[config.mk]
export PLATFORM = sky130hd
export DESIGN_NAME = opo_lock_servo
export DESIGN_NICKNAME = d
export VERILOG_FILES = /design/src/rtl/opo_lock_servo.sv
export SDC_FILE = /design/constraint.sdc
export NUM_CORES = 2
export LEC_CHECK = 0
export ABC_CLOCK_PERIOD_IN_PS = 30200
export BUFFER_PORTS_ARGS = -buffer_cell sky130_fd_sc_hd__buf_2
export CAP_MARGIN = 20
export CORE_MARGIN = 1
export CORE_UTILIZATION = 32
export DETAILED_ROUTE_END_ITERATION = 8
export GPL_ROUTABILITY_DRIVEN = 0
export HOLD_SLACK_MARGIN = 0.02
export PLACE_DENSITY = 0.5
export SLEW_MARGIN = 20
export SYNTH_ARGS = -nofsm -noshare
export SYNTH_HDL_FRONTEND = slang
export SYNTH_SLANG_ARGS = --single-unit
[constraint.sdc]
create_clock -name clk -period 30.2 [get_ports clk]
set_input_delay 3.02 -clock clk [delete_from_list [all_inputs] [get_ports clk]]
set_output_delay 3.02 -clock clk [all_outputs]
set_load 0.02 [all_outputs]
[src/rtl/opo_lock_servo.sv]
// opo_lock_servo: lock acquisition (sweep) and saturating PI servo for the OPO cavity.
// Consumes demodulated error samples, sweeps the DAC until resonance is seen, then
// closes a PI loop with anti-windup and reports IDLE/SCAN/ACQ/LOCK.
// Optional build macro OPO_SERVO_DERIV_EN adds a kd input and a derivative term.
// Pipeline: stage 1 registers |err| and gain products, stage 2 updates integrator,
// counters, state and dac_out. A sample that leaves ACQ/LOCK for SCAN holds dac_out;
// the ramp resumes from that value on the next sample.
module opo_lock_servo #(
  parameter int CART_LENGTH  = 24,
  parameter int DAC_LENGTH   = 14,
  parameter int GAIN_LENGTH  = 16,
  parameter int SHIFT        = 12,
  parameter int ACC_LENGTH   = 48,
  parameter int LOCK_COUNT   = 16,
  parameter int UNLOCK_COUNT = 8
) (
  input  logic                          clk,
  input  logic                          rst,
  input  logic                          enable,
  input  logic signed [CART_LENGTH-1:0] err_in,
  input  logic                          err_valid,
  input  logic signed [GAIN_LENGTH-1:0] kp,
  input  logic signed [GAIN_LENGTH-1:0] ki,
`ifdef OPO_SERVO_DERIV_EN
  input  logic signed [GAIN_LENGTH-1:0] kd,
`endif
  input  logic        [CART_LENGTH-1:0] lock_thresh,
  input  logic        [CART_LENGTH-1:0] unlock_thresh,
  input  logic        [DAC_LENGTH-1:0]  scan_step,
  input  logic signed [DAC_LENGTH-1:0]  scan_min,
  input  logic signed [DAC_LENGTH-1:0]  scan_max,
  output logic signed [DAC_LENGTH-1:0]  dac_out,
  output logic                          dac_valid,
  output logic        [1:0]             state_out,
  output logic                          locked
);

  localparam int PROD_W  = CART_LENGTH + GAIN_LENGTH;
  localparam int SUM_W   = ACC_LENGTH + 2;
  localparam int CNT_MAX = (LOCK_COUNT > UNLOCK_COUNT) ? LOCK_COUNT : UNLOCK_COUNT;
  localparam int CNT_W   = $clog2(CNT_MAX + 1);
  localparam logic [CNT_W-1:0] LOCK_LAST   = CNT_W'(LOCK_COUNT - 1);
  localparam logic [CNT_W-1:0] UNLOCK_LAST = CNT_W'(UNLOCK_COUNT - 1);
  localparam logic [CNT_W-1:0] CNT_ONE     = CNT_W'(1);
  localparam logic [CART_LENGTH-1:0] ABS_MAX = {1'b0, {(CART_LENGTH-1){1'b1}}};

  typedef enum logic [1:0] {S_IDLE = 2'd0, S_SCAN = 2'd1, S_ACQ = 2'd2, S_LOCK = 2'd3} state_e;

  state_e state_q, state_d;

  // stage 1
  logic                     accept;
  logic [1:0]               vld_pipe_d, vld_pipe_q;
  logic [CART_LENGTH-1:0]   abs_d, abs_q;
  logic signed [PROD_W-1:0] err_w, kp_w, ki_w;
  logic signed [PROD_W-1:0] prod_p_d, prod_p_q, prod_i_d, prod_i_q;

  // stage 2
  logic signed [DAC_LENGTH-1:0] dac_d, dac_q, pi_dac, ramp_dac;
  logic signed [ACC_LENGTH-1:0] integ_d, integ_q, integ_lo, integ_hi, integ_sum, integ_cl, preload;
  logic signed [SUM_W-1:0]      pi_sum, pi_shr, smin_s, smax_s;
  logic signed [DAC_LENGTH+1:0] ramp;
  logic [CNT_W-1:0]             cnt_d, cnt_q;
  logic                         vld1, in_lock, in_band;

`ifdef OPO_SERVO_DERIV_EN
  localparam int DIFF_W  = CART_LENGTH + 1;
  localparam int DPROD_W = DIFF_W + GAIN_LENGTH;
  logic signed [CART_LENGTH-1:0] err_d, err_q, err_prev_d, err_prev_q;
  logic signed [DIFF_W-1:0]      err_diff;
  logic signed [DPROD_W-1:0]     d_prod, kd_w, diff_w;
`endif

  assign vld1 = vld_pipe_q[0];

  // Stage 1: magnitude with most-negative saturation, full-precision gain products
  always_comb begin
    accept = err_valid && enable && (state_q != S_IDLE);
    err_w  = {{GAIN_LENGTH{err_in[CART_LENGTH-1]}}, err_in};
    kp_w   = {{CART_LENGTH{kp[GAIN_LENGTH-1]}}, kp};
    ki_w   = {{CART_LENGTH{ki[GAIN_LENGTH-1]}}, ki};
    if (!err_in[CART_LENGTH-1])              abs_d = err_in;
    else if (err_in[CART_LENGTH-2:0] == '0)  abs_d = ABS_MAX;
    else                                     abs_d = -err_in;
    prod_p_d   = kp_w * err_w;
    prod_i_d   = ki_w * err_w;
    vld_pipe_d = {vld_pipe_q[0] && enable, accept};
`ifdef OPO_SERVO_DERIV_EN
    err_d = err_in;
`endif
  end

  // Stage 1 registers; valid bits are flushed as soon as enable drops
  always_ff @(posedge clk or negedge rst) begin
    if (!rst) begin
      vld_pipe_q <= '0;
      abs_q      <= '0;
      prod_p_q   <= '0;
      prod_i_q   <= '0;
`ifdef OPO_SERVO_DERIV_EN
      err_q      <= '0;
`endif
    end else begin
      vld_pipe_q <= vld_pipe_d;
      if (accept) begin
        abs_q    <= abs_d;
        prod_p_q <= prod_p_d;
        prod_i_q <= prod_i_d;
`ifdef OPO_SERVO_DERIV_EN
        err_q    <= err_d;
`endif
      end
    end
  end

  // Stage 2 arithmetic: clamped integrator, PI output, sweep ramp, band tests
  always_comb begin
    integ_lo  = $signed({{(ACC_LENGTH-DAC_LENGTH){scan_min[DAC_LENGTH-1]}}, scan_min}) <<< SHIFT;
    integ_hi  = $signed({{(ACC_LENGTH-DAC_LENGTH){scan_max[DAC_LENGTH-1]}}, scan_max}) <<< SHIFT;
    preload   = $signed({{(ACC_LENGTH-DAC_LENGTH){dac_q[DAC_LENGTH-1]}}, dac_q}) <<< SHIFT;
    integ_sum = integ_q + $signed({{(ACC_LENGTH-PROD_W){prod_i_q[PROD_W-1]}}, prod_i_q});
    if (integ_sum < integ_lo)      integ_cl = integ_lo;
    else if (integ_sum > integ_hi) integ_cl = integ_hi;
    else                           integ_cl = integ_sum;
    pi_sum = $signed({{2{integ_cl[ACC_LENGTH-1]}}, integ_cl})
           + $signed({{(SUM_W-PROD_W){prod_p_q[PROD_W-1]}}, prod_p_q});
`ifdef OPO_SERVO_DERIV_EN
    err_diff = $signed({err_q[CART_LENGTH-1], err_q}) - $signed({err_prev_q[CART_LENGTH-1], err_prev_q});
    kd_w     = {{DIFF_W{kd[GAIN_LENGTH-1]}}, kd};
    diff_w   = {{GAIN_LENGTH{err_diff[DIFF_W-1]}}, err_diff};
    d_prod   = kd_w * diff_w;
    pi_sum   = pi_sum + $signed({{(SUM_W-DPROD_W){d_prod[DPROD_W-1]}}, d_prod});
`endif
    pi_shr = pi_sum >>> SHIFT;
    smin_s = $signed({{(SUM_W-DAC_LENGTH){scan_min[DAC_LENGTH-1]}}, scan_min});
    smax_s = $signed({{(SUM_W-DAC_LENGTH){scan_max[DAC_LENGTH-1]}}, scan_max});
    if (pi_shr < smin_s)      pi_dac = scan_min;
    else if (pi_shr > smax_s) pi_dac = scan_max;
    else                      pi_dac = pi_shr[DAC_LENGTH-1:0];
    ramp = $signed({{2{dac_q[DAC_LENGTH-1]}}, dac_q}) + $signed({2'b00, scan_step});
    ramp_dac = (ramp > $signed({{2{scan_max[DAC_LENGTH-1]}}, scan_max})) ? scan_min
                                                                          : ramp[DAC_LENGTH-1:0];
    in_lock = abs_q < lock_thresh;
    in_band = abs_q < unlock_thresh;
  end

  // FSM state register
  always_ff @(posedge clk or negedge rst) begin
    if (!rst) state_q <= S_IDLE;
    else      state_q <= state_d;
  end

  // FSM next state: enable low wins from any state
  always_comb begin
    state_d = state_q;
    if (!enable) state_d = S_IDLE;
    else begin
      case (state_q)
        S_IDLE: state_d = S_SCAN;
        S_SCAN: if (vld1 && in_lock) state_d = S_ACQ;
        S_ACQ: if (vld1) begin
          if (!in_band)               state_d = S_SCAN;
          else if (cnt_q == LOCK_LAST) state_d = S_LOCK;
        end
        S_LOCK: if (vld1 && !in_band && (cnt_q == UNLOCK_LAST)) state_d = S_SCAN;
        default: state_d = S_IDLE;
      endcase
    end
  end

  // Stage 2 datapath update per state
  always_comb begin
    dac_d   = dac_q;
    integ_d = integ_q;
    cnt_d   = cnt_q;
`ifdef OPO_SERVO_DERIV_EN
    err_prev_d = err_prev_q;
    if (vld1) err_prev_d = (state_q == S_SCAN && in_lock) ? '0 : err_q;
`endif
    if (!enable) begin
      dac_d   = '0;
      integ_d = '0;
      cnt_d   = '0;
`ifdef OPO_SERVO_DERIV_EN
      err_prev_d = '0;
`endif
    end else begin
      case (state_q)
        S_IDLE: begin
          dac_d   = scan_min;
          integ_d = '0;
          cnt_d   = '0;
        end
        S_SCAN: if (vld1) begin
          if (in_lock) begin
            integ_d = preload;
            cnt_d   = '0;
          end else begin
            dac_d = ramp_dac;
          end
        end
        S_ACQ: if (vld1) begin
          if (!in_band) cnt_d = '0;
          else begin
            integ_d = integ_cl;
            dac_d   = pi_dac;
            cnt_d   = (state_d == S_LOCK) ? '0 : cnt_q + CNT_ONE;
          end
        end
        S_LOCK: if (vld1) begin
          if (state_d == S_SCAN) cnt_d = '0;
          else begin
            integ_d = integ_cl;
            dac_d   = pi_dac;
            cnt_d   = in_band ? '0 : cnt_q + CNT_ONE;
          end
        end
        default: ;
      endcase
    end
  end

  // Stage 2 registers
  always_ff @(posedge clk or negedge rst) begin
    if (!rst) begin
      dac_q   <= '0;
      integ_q <= '0;
      cnt_q   <= '0;
`ifdef OPO_SERVO_DERIV_EN
      err_prev_q <= '0;
`endif
    end else begin
      dac_q   <= dac_d;
      integ_q <= integ_d;
      cnt_q   <= cnt_d;
`ifdef OPO_SERVO_DERIV_EN
      err_prev_q <= err_prev_d;
`endif
    end
  end

  // FSM outputs
  always_comb begin
    state_out = state_q;
    locked    = (state_q == S_LOCK);
    dac_out   = dac_q;
    dac_valid = vld_pipe_q[1];
  end

endmodule

==> results.yml <==
timing:
  fin_skew_ns: 0.0189
  finalWorstPathRequiredPeriod_ns: 13.32
  fin_ws_ns: 16.88
  finalSetupViolCount: 0
  slew_headroom_pct: 29.0
  tightest_slew_ns: 1.06
  post-route-period-util_pct: 44.1
  fmax_mhz: 75.1
  finalHoldViolCount: 0
  fin_tns_setup_ns: 0
  slew_viol_final: 0
  rsz0062_at_grt: "false"
  hold_ws_ns: 0.486
global_route:
  first_global_vias: 38100
  grt_usage_pct: 20.5
  overflow: 0
  grt_max_degree: 93
  antenna_found_initial: 10
  grt_pass1_wl_um: 226000
worst_setup_path:
  timing.rr.start: "prod_i_q[0]$_DFFE_PN0P_"
  cp.required_ns: 30.59
  cp_max_fo: 27
  cp.depth: 48
  critPathSlowestCell: "or2_1"
  reg2regPathDepth: 48
  crit_top_cell: "ha_1"
  worst-path-buf-inv: 0
  cp-startpoint: "prod_i_q[0]$_DFFE_PN0P_"
  crit_family: "compound AO/OA/AOI/OAI gates"
  worst_ep_arrival_time_ns: 13.71
  worst_setup_path_end_kind: "flip-flop"
  crit_path_start_kind: "flip-flop"
  critPathMaxStageDelay_ns: 0.84
  critical_path_class: "reg -> reg"
synth:
  syn_nets: 6724
  synth-seq-cells: 175
  synth_cell_type_count: 84
  syn_inst: 5310
  post-synth-top-area-fraction_pct: 33.1
  synth.most_common_cell: "inv_1"
  synth_area_leaders: "fa_1 33%, ha_1 14%, dfrtp_1 9.6%"
  synth_edf_count: 0
  syn_area_um2: 45400
  avgSynthCellArea_um2: 8.55
  yosysWarnings: 0
  postSynth.asyncResetShare_pct: 100
  synth_flop_cell: "dfrtp_1"
  netlist_top_cells_count: "916 x inv_1, 750 x fa_1, 723 x nand2_1"
  seq_area_frac_synth_pct: 9.64
  synth.largest_area_cell: "fa_1"
routing:
  wirelength_um: 143000
  routedWlPerCell_um: 19.9
  drt-initial-drc-count: 2697
  viasPerCell: 5.09
  drc_errors: 0
  first_pass_iters: 5
  antenna_left: 0
  vias: 36600
floorplanning:
  die_h_um: 379
  core-area_um2: 140000
  fp.dieArea_um2: 143000
  rows: 137
  ios: 168
  start_util_pct: 32.4
  die_w_um: 379
finish:
  fill_cells: 15000
  fin_nets: 6718
  drive_above_1_share_pct: 5.38
  finalNonFillerCells: 7197
  area_delta_synth_final_pct: 7.11
clocking:
  clk_pin_slew_ns: 0.08
  cts-root-buf: "clkbuf_16"
  insertion_delay_ns: 0.51
  cts-hold-fix-buffers: 0
  cts_sinks: 175
  post_cts_buffers: 0
  cts.repair.resized: 0
  h-tree-depth: 4
  cts_made_buffers: 17
  max-clock-path-buffers: 2
  cts_tree: "built"
place:
  place_worst_setup_slack_ns: 17.08
  port_buffers: 167
  place_hpwl_um: 113000
  dp.cells: 7161
hold_path:
  min_path_cells: 2
  hold_class: "reg -> reg"
  hp-start: "integ_q[0]$_DFFE_PN0P_"
status:
  outcome: "complete, no violations"
job:
  maxCapViolations: 0
-- per-stage QoR --
stage	area [um^2]	util, %
floorplan	45400	-
global placement	48000	34.3
detailed placement	48000	34.3
CTS	48600	34.7
global route	48600	34.7
finish	48700	34.7
-- worst reg2reg max path: cells and delay by family, from the launching register on --
kind | cells | cell delay [ns]
AO/OA/AOI/OAI | 27 | 6.81
XOR/XNOR | 2 | 0.47
adder cells (fa/ha/maj) | 5 | 1.59
flip-flops | 1 | 0.38
multiplexers | 1 | 0.23
AND/OR/NAND/NOR | 13 | 3.75
-- layout by cell type, fill, tap and decap left out, types with 166 or more instances in the layout --
cell,count
and2_1,286
nand2_1,722
dfrtp_1,175
a21oi_1,285
ha_1,514
fa_1,750
nor2_1,230
buf_2,166
inv_1,914
o21ai_0,219
-- area by class of cell --
| class | count | area [um^2] | area share (%) |
|---|---|---|---|
| diodes | 4 | 10.0 | 0.0206 |
| clock buffers | 18 | 439 | 0.903 |
| clock inverters | 14 | 165 | 0.339 |
| inverters | 919 | 3450 | 7.09 |
| multi-input cells | 3983 | 36700 | 75.5 |
| flip-flops and latches | 175 | 4380 | 9.00 |
| well taps | 1876 | 2350 | 4.82 |
| repair buffers | 208 | 1150 | 2.37 |
-- routing by layer --
layer | up-vias | track usage [%] | wire length, um
met3 | 139 | 2.43 | 7980
met1 | 18500 | 29.9 | 69400
met2 | 967 | 32.2 | 62400
met4 | 10 | 5.02 | 3210
li1 | 17000 | - | -
met5 | - | 0 | 53
-- state kept, by name (all words and copies together) (netlist names) --
signal and flops:
integ_q 48, abs_q 24, dac_out 14, vld_pipe_q 2, prod_p_q 40, state_out 2, prod_i_q 40, cnt_q 5
-- final timing paths --
check	end	slack, ns
worst max-delay path	dac_out[3]$_DFFE_PN0P_	16.88
min in group asynchronous	cnt_q[3]$_DFFE_PN0P_	2.54
worst min-delay path	integ_q[0]$_DFFE_PN0P_	0.49
worst max register to register	dac_out[3]$_DFFE_PN0P_	16.88
max in group asynchronous	prod_i_q[15]$_DFFE_PN0P_	25.61
worst min register to register	integ_q[0]$_DFFE_PN0P_	0.49
-- cell families (layout without fill, tap and decap cells) --
group	after synthesis	after routing	share of synthesized area, %
buffers and inverters	1152	1159	9.57
XOR/XNOR	192	192	3.70
other	0	4	0
flip-flops	175	175	9.64
AO/OA/AOI/OAI	925	925	13.0
multiplexers	18	18	0.419
AND/OR/NAND/NOR	1584	1584	16.5
adder cells (fa/ha/maj)	1264	1264	47.2
Power is left out: the tool's default activity adds up to more than one toggle a clock period on the data nets, which glitch-free logic cannot reach.
